### src/rtl/enreg_bank_write_arbiter_if.sv
// Write-request bundle shared by NUM_REQ requesters and the bank write arbiter.
// Handshake: req[i] is valid and gnt[i] is ready; a write transfers on the clock edge where
// req[i] & gnt[i] is high. Until that edge the requester holds req[i] and its address/data slices stable.
interface enreg_bank_write_arbiter_if #(
  parameter int NUM_REQ = 4,
  parameter int AW      = 3,
  parameter int DATA_W  = 4
);
  logic [NUM_REQ-1:0]        req;
  logic [NUM_REQ*AW-1:0]     wr_addr;
  logic [NUM_REQ*DATA_W-1:0] wr_data;
  logic [NUM_REQ-1:0]        gnt;

  modport master (output req, output wr_addr, output wr_data, input gnt);
  modport slave  (input req, input wr_addr, input wr_data, output gnt);
endinterface

### src/rtl/enreg_bank_write_arbiter.sv
// Round-robin write arbiter and sole writer of a register bank, with a one-entry-per-cycle
// clear sweep and a combinational read port.
module enreg_bank_write_arbiter #(
  parameter int NUM_REQ  = 4,
  parameter int NUM_REGS = 8,
  parameter int DATA_W   = 4,
  parameter int AW       = $clog2(NUM_REGS)
) (
  input  logic                      clk,
  input  logic                      reset_n,
  enreg_bank_write_arbiter_if.slave wr,
  input  logic                      clr_start,
  output logic                      clr_busy,
  output logic                      clr_done,
  input  logic [AW-1:0]             rd_addr,
  output logic [DATA_W-1:0]         rd_data,
  output logic                      dbg_state
);
  localparam int PW = $clog2(NUM_REQ);
  localparam logic [AW-1:0] LAST_IDX = AW'(NUM_REGS - 1);

  typedef enum logic {IDLE = 1'b0, CLEAR = 1'b1} state_e;

  state_e            state_q, state_d;
  logic [PW-1:0]     rr_ptr_q, rr_ptr_d;
  logic [AW-1:0]     idx_q, idx_d;
  logic              clr_done_q, clr_done_d;
  logic [DATA_W-1:0] regs_q [NUM_REGS];
  logic [DATA_W-1:0] regs_d [NUM_REGS];

  logic              win_vld;
  logic [PW-1:0]     win;
  logic [AW-1:0]     win_addr;
  logic [DATA_W-1:0] win_data;
  logic              arb_en;

  // Search upward from rr_ptr with wrap; the first requesting index found is the winner.
  always_comb begin
    int            cand;
    logic [PW-1:0] cand_p;
    win_vld = 1'b0;
    win     = '0;
    cand    = 0;
    cand_p  = '0;
    for (int k = 0; k < NUM_REQ; k++) begin
      cand = int'(rr_ptr_q) + k;
      if (cand >= NUM_REQ) cand = cand - NUM_REQ;
      cand_p = PW'(cand);
      if (!win_vld && wr.req[cand_p]) begin
        win_vld = 1'b1;
        win     = cand_p;
      end
    end
  end

  always_comb begin
    win_addr = '0;
    win_data = '0;
    for (int i = 0; i < NUM_REQ; i++) begin
      if (win == PW'(i)) begin
        win_addr = wr.wr_addr[i*AW +: AW];
        win_data = wr.wr_data[i*DATA_W +: DATA_W];
      end
    end
  end

  // A pending clr_start suppresses every grant in the same cycle.
  assign arb_en = reset_n && (state_q == IDLE) && !clr_start;

  always_comb begin
    wr.gnt = '0;
    for (int i = 0; i < NUM_REQ; i++) begin
      wr.gnt[i] = arb_en && win_vld && (win == PW'(i));
    end
  end

  always_comb begin
    state_d    = state_q;
    rr_ptr_d   = rr_ptr_q;
    idx_d      = idx_q;
    clr_done_d = 1'b0;
    regs_d     = regs_q;
    case (state_q)
      IDLE: begin
        if (clr_start) begin
          state_d = CLEAR;
        end else if (win_vld) begin
          rr_ptr_d = (win == PW'(NUM_REQ - 1)) ? '0 : win + 1'b1;
          // Out-of-range addresses match no entry, so the data is dropped after the handshake.
          for (int r = 0; r < NUM_REGS; r++) begin
            if (win_addr == AW'(r)) regs_d[r] = win_data;
          end
        end
      end
      CLEAR: begin
        for (int r = 0; r < NUM_REGS; r++) begin
          if (idx_q == AW'(r)) regs_d[r] = '0;
        end
        if (idx_q == LAST_IDX) begin
          state_d    = IDLE;
          idx_d      = '0;
          clr_done_d = 1'b1;
        end else begin
          idx_d = idx_q + 1'b1;
        end
      end
      default: state_d = IDLE;
    endcase
  end

  always_ff @(posedge clk or negedge reset_n) begin
    if (!reset_n) begin
      state_q    <= IDLE;
      rr_ptr_q   <= '0;
      idx_q      <= '0;
      clr_done_q <= 1'b0;
      for (int r = 0; r < NUM_REGS; r++) regs_q[r] <= '0;
    end else begin
      state_q    <= state_d;
      rr_ptr_q   <= rr_ptr_d;
      idx_q      <= idx_d;
      clr_done_q <= clr_done_d;
      regs_q     <= regs_d;
    end
  end

  always_comb begin
    rd_data = '0;
    for (int r = 0; r < NUM_REGS; r++) begin
      if (rd_addr == AW'(r)) rd_data = regs_q[r];
    end
  end

  assign clr_busy  = (state_q == CLEAR);
  assign clr_done  = clr_done_q;
  assign dbg_state = state_q;
endmodule

### src/flat_wrapper.sv
// flat-port wrapper written by rule: the top's interface ports become plain ports
module enreg_bank_write_arbiter_flat 
#(
  parameter int NUM_REQ  = 4,
  parameter int NUM_REGS = 8,
  parameter int DATA_W   = 4,
  parameter int AW       = $clog2(NUM_REGS)
)
  (clk, reset_n, clr_start, clr_busy, clr_done, rd_addr, rd_data, dbg_state, wr_req, wr_wr_addr, wr_wr_data, wr_gnt);
  enreg_bank_write_arbiter_if #(.NUM_REQ(NUM_REQ), .AW(AW), .DATA_W(DATA_W)) wr_i ();
  input  logic clk;
  input  logic reset_n;
  input  logic clr_start;
  output logic clr_busy;
  output logic clr_done;
  input  logic [AW-1:0] rd_addr;
  output logic [DATA_W-1:0] rd_data;
  output logic dbg_state;
  input wire logic [$bits(wr_i.req)-1:0] wr_req;
  input wire logic [$bits(wr_i.wr_addr)-1:0] wr_wr_addr;
  input wire logic [$bits(wr_i.wr_data)-1:0] wr_wr_data;
  output wire logic [$bits(wr_i.gnt)-1:0] wr_gnt;
  assign wr_i.req = wr_req;
  assign wr_i.wr_addr = wr_wr_addr;
  assign wr_i.wr_data = wr_wr_data;
  assign wr_gnt = wr_i.gnt;
  enreg_bank_write_arbiter #(.NUM_REQ(NUM_REQ), .NUM_REGS(NUM_REGS), .DATA_W(DATA_W), .AW(AW)) u_core (.clk(clk), .reset_n(reset_n), .wr(wr_i), .clr_start(clr_start), .clr_busy(clr_busy), .clr_done(clr_done), .rd_addr(rd_addr), .rd_data(rd_data), .dbg_state(dbg_state));
endmodule
### config.mk
export PLATFORM = sky130hd
export DESIGN_NAME = enreg_bank_write_arbiter_flat
export DESIGN_NICKNAME = d
export VERILOG_FILES = /design/src/rtl/enreg_bank_write_arbiter_if.sv /design/src/rtl/enreg_bank_write_arbiter.sv /design/src/flat_wrapper.sv
export SDC_FILE = /design/constraint.sdc
export NUM_CORES = 1
export LEC_CHECK = 0
export BUFFER_PORTS_ARGS = -buffer_cell sky130_fd_sc_hd__buf_2
export CORE_UTILIZATION = 55
export DETAILED_ROUTE_END_ITERATION = 10
export GPL_TIMING_DRIVEN = 0
export PLACE_DENSITY = 0.91
export SYNTH_ARGS = -nofsm -noshare
export SYNTH_HDL_FRONTEND = slang
export SYNTH_SLANG_ARGS = --single-unit
### constraint.sdc
create_clock -name clk -period 3.4 [get_ports clk]
set_input_delay 0.68 -clock clk [delete_from_list [all_inputs] [get_ports clk]]
set_output_delay 0.68 -clock clk [all_outputs]
set_load 0.1 [all_outputs]
Yosys cells after proc, flatten, opt, wreduce, memory -nomap -nowiden
Cells that the tools add are included.

$add $sub $neg: 9. Reductions and logical operators: 27. Equal/unequal tests: 42. Multiplexer cells: 62. Order comparisons: 8. Bitwise logic cells: 2.

Operators with widths (number): two-way mux 4 bit (28); two-way mux 32 bit (2); one-hot mux 32 bit (2 select lines) (1); == test 3 bit, second input constant (12); inequality test 2 bit, second input constant (17); AND reduction 4 bit (8); == test 3 x 2 -> 1 bit, second input constant (6); two-way mux 2 bit (9); two-way mux 3 bit (5); less-than comparator 2 x 3 -> 1 bit, second input constant (4); two-way mux 1 bit (12); logical AND 1 bit (10); == test 3 x 1 -> 1 bit, second input constant (3); greater-or-equal comparator 3 bit, second input constant (3); logical NOT 3 bit (3); binary-select mux 1 bit (select 2 bit) (4); subtractor 2 x 1 -> 2 bit, second input constant (4); adder 2 x 2 -> 3 bit, second input constant (2); == test 2 bit, second input constant (2); logical NOT 1 bit (4); adder 2 x 1 -> 3 bit, second input constant (1); adder 3 x 1 -> 3 bit, second input constant (1); greater-or-equal comparator 2 x 3 -> 1 bit, second input constant (1); AND reduction 3 bit (1); 6 further kinds (7).

Logic and storage cells: 162. Bits in registers: 39. Input port bits: 38. Output and inout bits: 11.

Longest topological paths before layout
Gate-level depths: netlist of the first run.

Depth in word-level cells: 24. Mapped depth: 14. Gate-level depth less buffers: 11.

Worst setup path before layout of the first run
Ideal clock, no wire load.

Path kind: input-to-output. Start point: input port wr_req[3]. End point: output port wr_gnt[1]. Slack: 0.202 ns. Stages on the path: 7. Data required time: 2.720 ns. Arrival time: 2.518 ns. Path buffers: 2. Cell sequence: a2bb2oi_1 > o221ai_1 > nor2_1 > ha_1 > clkbuf_1 > buf_2 > and3_1.

Word-level cells in the longest chain between the ends: 14. Elaborated cells on any way between the ends: 25. Those cells by class: eq/ne: 1; mux: 16; reduce/logical: 8.

RTL lines: start: declaration (line flat_wrapper.sv:19) `input wire logic [$bits(wr_i.req)-1:0] wr_req;`; binary-select mux 1 bit (select 2 bit) (line enreg_bank_write_arbiter.sv:49) `if (!win_vld && wr.req[cand_p]) begin`; two-way mux 1 bit (implied by the code) (line enreg_bank_write_arbiter.sv:49); two-way mux 1 bit (line enreg_bank_write_arbiter.sv:49); logical NOT 1 bit (line enreg_bank_write_arbiter.sv:49); logical AND 1 bit (line enreg_bank_write_arbiter.sv:49); two-way mux 1 bit (line enreg_bank_write_arbiter.sv:49); logical NOT 1 bit (line enreg_bank_write_arbiter.sv:49); logical AND 1 bit (line enreg_bank_write_arbiter.sv:49); two-way mux 1 bit (line enreg_bank_write_arbiter.sv:49); logical NOT 1 bit (line enreg_bank_write_arbiter.sv:49); logical AND 1 bit (line enreg_bank_write_arbiter.sv:49); two-way mux 2 bit / two-way mux 1 bit (equally long branches) (line enreg_bank_write_arbiter.sv:49); == test 2 x 1 -> 1 bit / logical AND 1 bit (equally long branches) (line enreg_bank_write_arbiter.sv:73) `wr.gnt[i] = arb_en && win_vld && (win == PW'(i));`; logical AND 1 bit (*) (line enreg_bank_write_arbiter.sv:73); end: declaration (line flat_wrapper.sv:22) `output wire logic [$bits(wr_i.gnt)-1:0] wr_gnt;`.

Mark *: on every way between the ends. The rest lies on a longest branch, timed or not. The select of a mux whose other input is x is not followed.

Worst setup path after layout of the first run
Start point: input port wr_req[0]. End point: register u_core.regs_q[2] in the netlist's numbering.

Word-level cells in the longest chain between the ends: 21. Elaborated cells on any way between the ends: 42. Those cells by class: eq/ne: 6; mux: 28; reduce/logical: 8.

RTL lines: binary-select mux 1 bit (select 2 bit) (line enreg_bank_write_arbiter.sv:49); two-way mux 1 bit (implied by the code) (line enreg_bank_write_arbiter.sv:49); two-way mux 1 bit (line enreg_bank_write_arbiter.sv:49); logical NOT 1 bit (line enreg_bank_write_arbiter.sv:49); logical AND 1 bit (line enreg_bank_write_arbiter.sv:49); two-way mux 1 bit (line enreg_bank_write_arbiter.sv:49); logical NOT 1 bit (line enreg_bank_write_arbiter.sv:49); logical AND 1 bit (line enreg_bank_write_arbiter.sv:49); [... 2 more ...]; logical AND 1 bit (line enreg_bank_write_arbiter.sv:49); two-way mux 2 bit (line enreg_bank_write_arbiter.sv:49); logical NOT 2 bit (line enreg_bank_write_arbiter.sv:60) `if (win == PW'(i)) begin`; two-way mux 4 bit (4 in a row) (line enreg_bank_write_arbiter.sv:60); two-way mux 4 bit (line enreg_bank_write_arbiter.sv:91) `if (win_addr == AW'(r)) regs_d[r] = win_data;`; two-way mux 32 bit (line enreg_bank_write_arbiter.sv:87) `end else if (win_vld) begin`; two-way mux 32 bit (line enreg_bank_write_arbiter.sv:85) `if (clr_start) begin`; one-hot mux 32 bit (2 select lines) (line enreg_bank_write_arbiter.sv:83) `case (state_q)`; end signal: assignment (line enreg_bank_write_arbiter.sv:123) `regs_q <= regs_d;`; end: declaration (line enreg_bank_write_arbiter.sv:28) `logic [DATA_W-1:0] regs_q [NUM_REGS];`.

Several ways; a longest one is shown, not always the timed one. The select of a mux whose other input is x is not followed. A chain may end at the register's enable or synchronous reset.

==> results of run 1 <==
cells by family (layout without fill, tap and decap cells):
family / after synthesis / after routing / share of synthesized area (%)
and+or+nand+nor: 100 / 100 / 19.93
AOI/OAI and AO/OA: 51 / 51 / 16.68
DFF: 39 / 39 / 39.06
muxes: 27 / 27 / 15.02
buffers and inverters: 21 / 74 / 4.306
adders and majority gates: 10 / 10 / 5.008
worst max-delay path by stage:
stage,end,cells after the start
CTS,wr_gnt[1],9
global route,u_core.regs_q[2],13
detailed placement,u_core.regs_q[2],13
floorplan,wr_gnt[1],7
global placement,u_core.regs_q[10],9
finish,u_core.regs_q[2],13
state kept, by name, indices dropped and copies added, names as in the netlist:
signal,cells
u_core.clr_busy,1
u_core.rr_ptr_q,2
u_core.regs_q,32
u_core.clr_done,1
u_core.idx_q,3
power breakdown:
part / leakage, nW / internal [mW] / switching (mW)
combinational: 0.799 / 0.501 / 0.963
clock: 0.0515 / 0.185 / 0.158
sequential: 0.523 / 0.628 / 0.135
total: 1.37 / 1.31 / 1.26
through the flow:
step,instance area [µm²],cells,power (mW),worst slack (ps)
2_1_floorplan,2499,248,1.854,202.1
3_3_place_gp,2794,346,2.144,-88.98
3_5_place_dp,2794,346,2.195,-127.4
4_1_cts,2894,354,2.549,37.66
5_1_grt,2898,353,2.731,9.622
6_report,2898,353,2.570,185.5
layout make-up:
class | instances | area, µm² | area share (%)
Buffer | 10 | 52.55 | 1.813
Inverter | 10 | 51.30 | 1.770
Tap cell | 52 | 65.06 | 2.245
Timing Repair Buffer | 46 | 232.7 | 8.031
Sequential cell | 39 | 975.9 | 33.68
Clock buffer | 8 | 100.1 | 3.454
Multi-Input combinational cell | 188 | 1420 | 49.01
metal layers:
layer / wire, µm / part of all wire, % / up-vias
li1: - / - / 1035
met1: 2617 / 43 / 1035
met2: 3067 / 50 / 79
met3: 331 / 5.4 / 11
met4: 89 / 1.5 / 0
met5: 0 / 0 / -
what timing repair did:
item / CTS / global route
setup endpoints to repair: 0 / 18
resized for setup: 0 / 3
hold endpoints to repair: 0 / 0
critical path, delay by kind of cell:
kind                       cells  cell delay, ps
AOI/OAI and AO/OA              1             250
buffers and inverters          5             730
and+or+nand+nor                6            1630
adders and majority gates      1             140
cells in the mapped netlist (6+ instances only):
cell / count / area, µm²
nand2_1: 43 / 161.4
dfrtp_1: 39 / 975.9
mux2i_1: 15 / 150.1
nor2_1: 14 / 52.55
a22o_1: 12 / 105.1
nand3_1: 11 / 55.05
ha_1: 10 / 125.1
o211ai_1: 10 / 75.07
inv_1: 9 / 33.78
or4_1: 9 / 67.56
mux4_2: 8 / 180.2
clkbuf_1: 6 / 22.52
==> results.yml, run 1 <==
status:
  result_of_the_run: "complete, no violations"
layout:
  layout.cells.most_common: "buf_2"
  layout.nets: 348
  utilization_after_layout_pct: 66.55
  drive_above_1_share_pct: 24.92
  antenna_cells: 0
  area_growth_pct: 15.97
  layout.cells.most_common_list: "48 x buf_2, 43 x nand2_1, 39 x dfrtp_1, 15 x mux2i_1"
  fillers: 339
synthesis:
  post_synth.cell_area_avg_um2: 10.08
  total_number_of_yosys_warnings: 0
  synth_flop_cell: "dfrtp_1"
  synth_edf_count: 0
  synth_fp_nets: 296
  postSynth.asyncResetShare_pct: 100.0
  netlist_instances: 248
  synth.yosys.seq_area_share_pct: 39.06
  netlist-cell-type-count: 45
  yosys_reg_bits: 39
  synth.cell_area_um2: 2499
global_routing:
  grt_max_degree: 44
  grt-busiest-layer: "met2"
  grtUsageMet3_pct: 5.959
  grt.overflow.total: 0
  total_routing_usage_reported_by_global_routing_pct: 27.06
  use_met1_pct: 35.08
  grt_first_pass_wirelength_mm: 10.11
  grt_antenna_before_repair: 0
  grt_pass1_vias: 2120
  groute.layer.met2.usage_pct: 44.66
sta:
  final.hold.worst_slack_ps: 500.7
  max_freq_mhz: 311.1
  slew_at_the_pin_with_the_worst_max_slew_slack_ps: 928.7
  worst_slew_margin_rel_pct: 37.61
  setup_repair_after_global_routing_missed_its_margin: "no"
  setup-tns-final_ps: 0
  finalCritPeriodShare_pct: 94.55
  report.final.setup_viol: 0
  report.final.slew_viol_count: 0
  worst_clock_skew_ps: 7.086
  finalHoldViolations: 0
  post-route-min-period_ps: 3215
die:
  rows: 24
  die_h_um: 69.40
  floorplan.die.width_um: 69.40
  die_area_um2: 4816
  core-area_um2: 4354
  initial_utilization_pct: 57.39
  io-pin-count: 49
run:
  max-cap-violations: 0
setup_path:
  reg2reg_depth: 13
  critical_path.reg2reg.endpoint: "u_core.regs_q[2]"
  crit_path_start: "wr_req[0]"
  cp.arrival_ps: 3440
  reg_to_reg_critical_path_startpoint: "u_core.rr_ptr_q[0]"
  timing.reg2reg.setup_slack_ps: 220
  slowest_delay_ps: 510
  required_ps: 3620
  critical_path.cell_chain: "buf_2 -> nor4_1 -> nor2_2 -> inv_1 -> ha_1 -> buf_2 -> nand2_1 -> o211a_1 -> or4_1 -> buf_2 -> buf_6 -> or4_1 -> nand3_1"
  crit_top_cell: "buf_2"
  cp_slowest_cell: "nor4_1"
  critical_path.max_fanout: 10
  timing_worst_setup_path_type: "input port to flip-flop"
  worst_setup_path_end_kind: "flip-flop"
  critical_path.startpoint_type: "input port"
detailed_routing:
  routed_wl_mm: 6.105
  postRouteAntennaNets: 0
  detailroute.via_count: 2160
  drt_first_iter_violations: 202
  avgRoutedWirePerCell_um: 17.29
  vias_per_cell: 6.119
  detail_route.first_pass.iterations: 4
  detail_route.drc_violations: 0
worst_hold_path:
  end_point_of_the_worst_hold_path: "u_core.regs_q[24]"
  min-delay-start: "u_core.regs_q[24]"
  hold_depth: 1
  worst_hold_path_class: "flip-flop to flip-flop"
placement:
  finalWeightedCongestion: 0.8991
  detailed_place_hpwl_mm: 4.666
  port_buffers: 46
cts:
  cts_sinks: 39
  cts_hold_buffers: 0
  clk-insertion-delay-late_ps: 290
  cts_tree: "done"
  clockRootBuffer: "clkbuf_8"
  ctsLongestPathBuffers: 2
  postCtsSetupBuffers: 0
  tritoncts.num_buffers: 5
  path_clk_slew_ps: 70
  htreeDepth: 2
power_and_ir_drop:
  power_leakage_nw: 1.374
  ir_drop_mv: 0.4406
  p_per_area_nw_per_um2: 887.0
Note: power is estimated with default switching activity, not from simulation.
==> run 2, diff against run 1 <==
--- a/config.mk
+++ b/config.mk
@@ -6,6 +6,7 @@
 export NUM_CORES = 1
 export LEC_CHECK = 0
 export BUFFER_PORTS_ARGS = -buffer_cell sky130_fd_sc_hd__buf_2
+export CORE_MARGIN = 1.5
 export CORE_UTILIZATION = 55
 export DETAILED_ROUTE_END_ITERATION = 10
 export GPL_TIMING_DRIVEN = 0
==> constraint.sdc (replaced) <==
create_clock -name clk -period 3.7 [get_ports clk]
set_input_delay 0.74 -clock clk [delete_from_list [all_inputs] [get_ports clk]]
set_output_delay 0.74 -clock clk [all_outputs]
set_load 0.1 [all_outputs]
==> run 2 against run 1 <==
Net effect:
- setup slack worse by 12 ps
- via count increased by 2.8%
- non-clock buffer count grew 1
- worst hold slack worse by 3.7 ps
- critical path type is now input port to primary output
- largest cell class unchanged
==> results.yml, run 2 (synthesis results as in run 1) <==
setup_path:
  timing_worst_setup_path_type: "input port to primary output"
  cp_slowest_cell: "buf_2"
  critical_path.cell_chain: "buf_2 -> mux2i_1 -> o221ai_1 -> nor2_1 -> ha_1 -> clkbuf_1 -> buf_2 -> and3_1 -> buf_2"
  crit_top_cell: "buf_2"
  cp.arrival_ps: 2790
  critical_path.startpoint_type: "input port"
  required_ps: 2960
  critical_path.max_fanout: 10
  slowest_delay_ps: 420
  worst_setup_path_end_kind: "primary output"
detailed_routing:
  avgRoutedWirePerCell_um: 17.99
  routed_wl_mm: 6.370
  detail_route.drc_violations: 0
  detailroute.via_count: 2221
  postRouteAntennaNets: 0
  detail_route.first_pass.iterations: 4
  vias_per_cell: 6.274
  drt_first_iter_violations: 230
cts:
  tritoncts.num_buffers: 5
  htreeDepth: 2
  cts_tree: "done"
  clockRootBuffer: "clkbuf_8"
  cts_sinks: 39
  path_clk_slew_ps: 70
  cts_hold_buffers: 0
  clk-insertion-delay-late_ps: 290
  post_cts_resize_count: 0
  postCtsSetupBuffers: 0
  ctsLongestPathBuffers: 2
die:
  die_area_um2: 4956
  initial_utilization_pct: 57.39
  floorplan.die.width_um: 70.40
  rows: 24
  die_h_um: 70.40
  core-area_um2: 4354
  io-pin-count: 49
layout:
  layout.nets: 349
  largest_register_ff_count: 32
  area_growth_pct: 16.52
  layout.cells.most_common_list: "49 x buf_2, 43 x nand2_1, 39 x dfrtp_1, 15 x mux2i_1, 14 x nor2_1"
  largest_register: "u_core.regs_q"
  fin_area_um2: 2912
  multiInputGateArea_um2: 1415
  largest_registers_ranked_by_flip_flop_count: "u_core.regs_q: 32 flops, u_core.idx_q: 3 flops, u_core.rr_ptr_q: 2 flops"
  layout.cells.most_common: "buf_2"
  antenna_cells: 0
  fillers: 316
  drive_above_1_share_pct: 24.50
  seq_area_um2: 975.9
power_and_ir_drop:
  p_per_area_nw_per_um2: 830.5
  power_leakage_nw: 1.385
  ir_drop_mv: 0.4875
global_routing:
  grt_pass1_vias: 2227
  grt_max_degree: 44
  total_routing_usage_reported_by_global_routing_pct: 27.10
  grt.overflow.total: 0
  grt_first_pass_wirelength_mm: 10.44
  grt_antenna_before_repair: 0
run:
  max-cap-violations: 0
worst_hold_path:
  worst_hold_path_class: "flip-flop to flip-flop"
placement:
  pre_cts_ws_ps: 22.43
  port_buffers: 46
  detailed_place_hpwl_mm: 4.854
  finalWeightedCongestion: 0.8398
  area_after_detailed_placement_um2: 2794
status:
  result_of_the_run: "complete, no violations"
sta:
  worst_slack_setup_final_ps: 173.5
  post-route-min-period_ps: 3527
  setup-tns-final_ps: 0
  worst_slew_margin_rel_pct: 39.03
  finalCritPeriodShare_pct: 95.31
  finalHoldViolations: 0
  max_freq_mhz: 283.6
  worst_clock_skew_ps: 4.145
  report.final.setup_viol: 0
  slew_at_the_pin_with_the_worst_max_slew_slack_ps: 914.6
  report.final.slew_viol_count: 0
  setup_repair_after_global_routing_missed_its_margin: "no"
==> run 2: worst max-delay path: cells and delay by family <==
family                   cells  cell delay [ps]
AO/OA/AOI/OAI                1              150
adder cells (fa/ha/maj)      1              180
buffers and inverters        4             1130
multiplexers                 1              170
AND/OR/NAND/NOR              2              400
==> run 2: cell type report <==
cell class / count / share of cell area, %
Tap cell: 52 / 2.235
Multi-Input combinational cell: 188 / 48.60
Inverter: 10 / 1.762
Timing Repair Buffer: 46 / 7.907
Sequential cell: 39 / 33.52
Buffer: 11 / 1.934
Clock buffer: 6 / 2.836
Clock inverter: 2 / 1.203
==> run 2: worst paths after layout <==
check                                    from                 to  slack (ps)  depth (start not counted)
max                                 wr_req[2]          wr_gnt[1]         170                          9
min                         u_core.regs_q[26]  u_core.regs_q[26]         500                          1
max reg2reg                u_core.rr_ptr_q[1]  u_core.regs_q[10]         420                         11
min reg2reg                 u_core.regs_q[26]  u_core.regs_q[26]         500                          1
max in group asynchronous             reset_n  u_core.regs_q[18]        2550                          1
min in group asynchronous             reset_n  u_core.regs_q[29]         570                          1
==> run 2: power breakdown <==
| part | switching [mW] | internal [mW] | total [mW] | leakage (nW) |
|---|---|---|---|---|
| clock network | 0.149 | 0.218 | 0.368 | 0.0612 |
| logic | 0.892 | 0.455 | 1.35 | 0.801 |
| registers | 0.127 | 0.577 | 0.704 | 0.523 |
| total | 1.17 | 1.25 | 2.42 | 1.39 |
==> run 2: through the flow <==
stage / std cells / utilization [%] / power [mW] / hold WS [ps]
finish: 354 / 66.87 / 2.418 / 497.0
global route: 354 / 66.87 / 2.573 / 512.4
CTS: 354 / 66.87 / 2.406 / 496.0
detailed placement: 346 / 64.17 / 2.029 / 474.0
global placement: 346 / 64.17 / 1.967 / 475.6
floorplan: 248 / - / 1.703 / 444.4
==> run 2: layer usage <==
metal | GRT usage (%) | routed length [µm]
met3 | 5.051 | 351
met5 | 0 | 0
met2 | 44.23 | 3136
met4 | 14.96 | 299
met1 | 33.74 | 2582
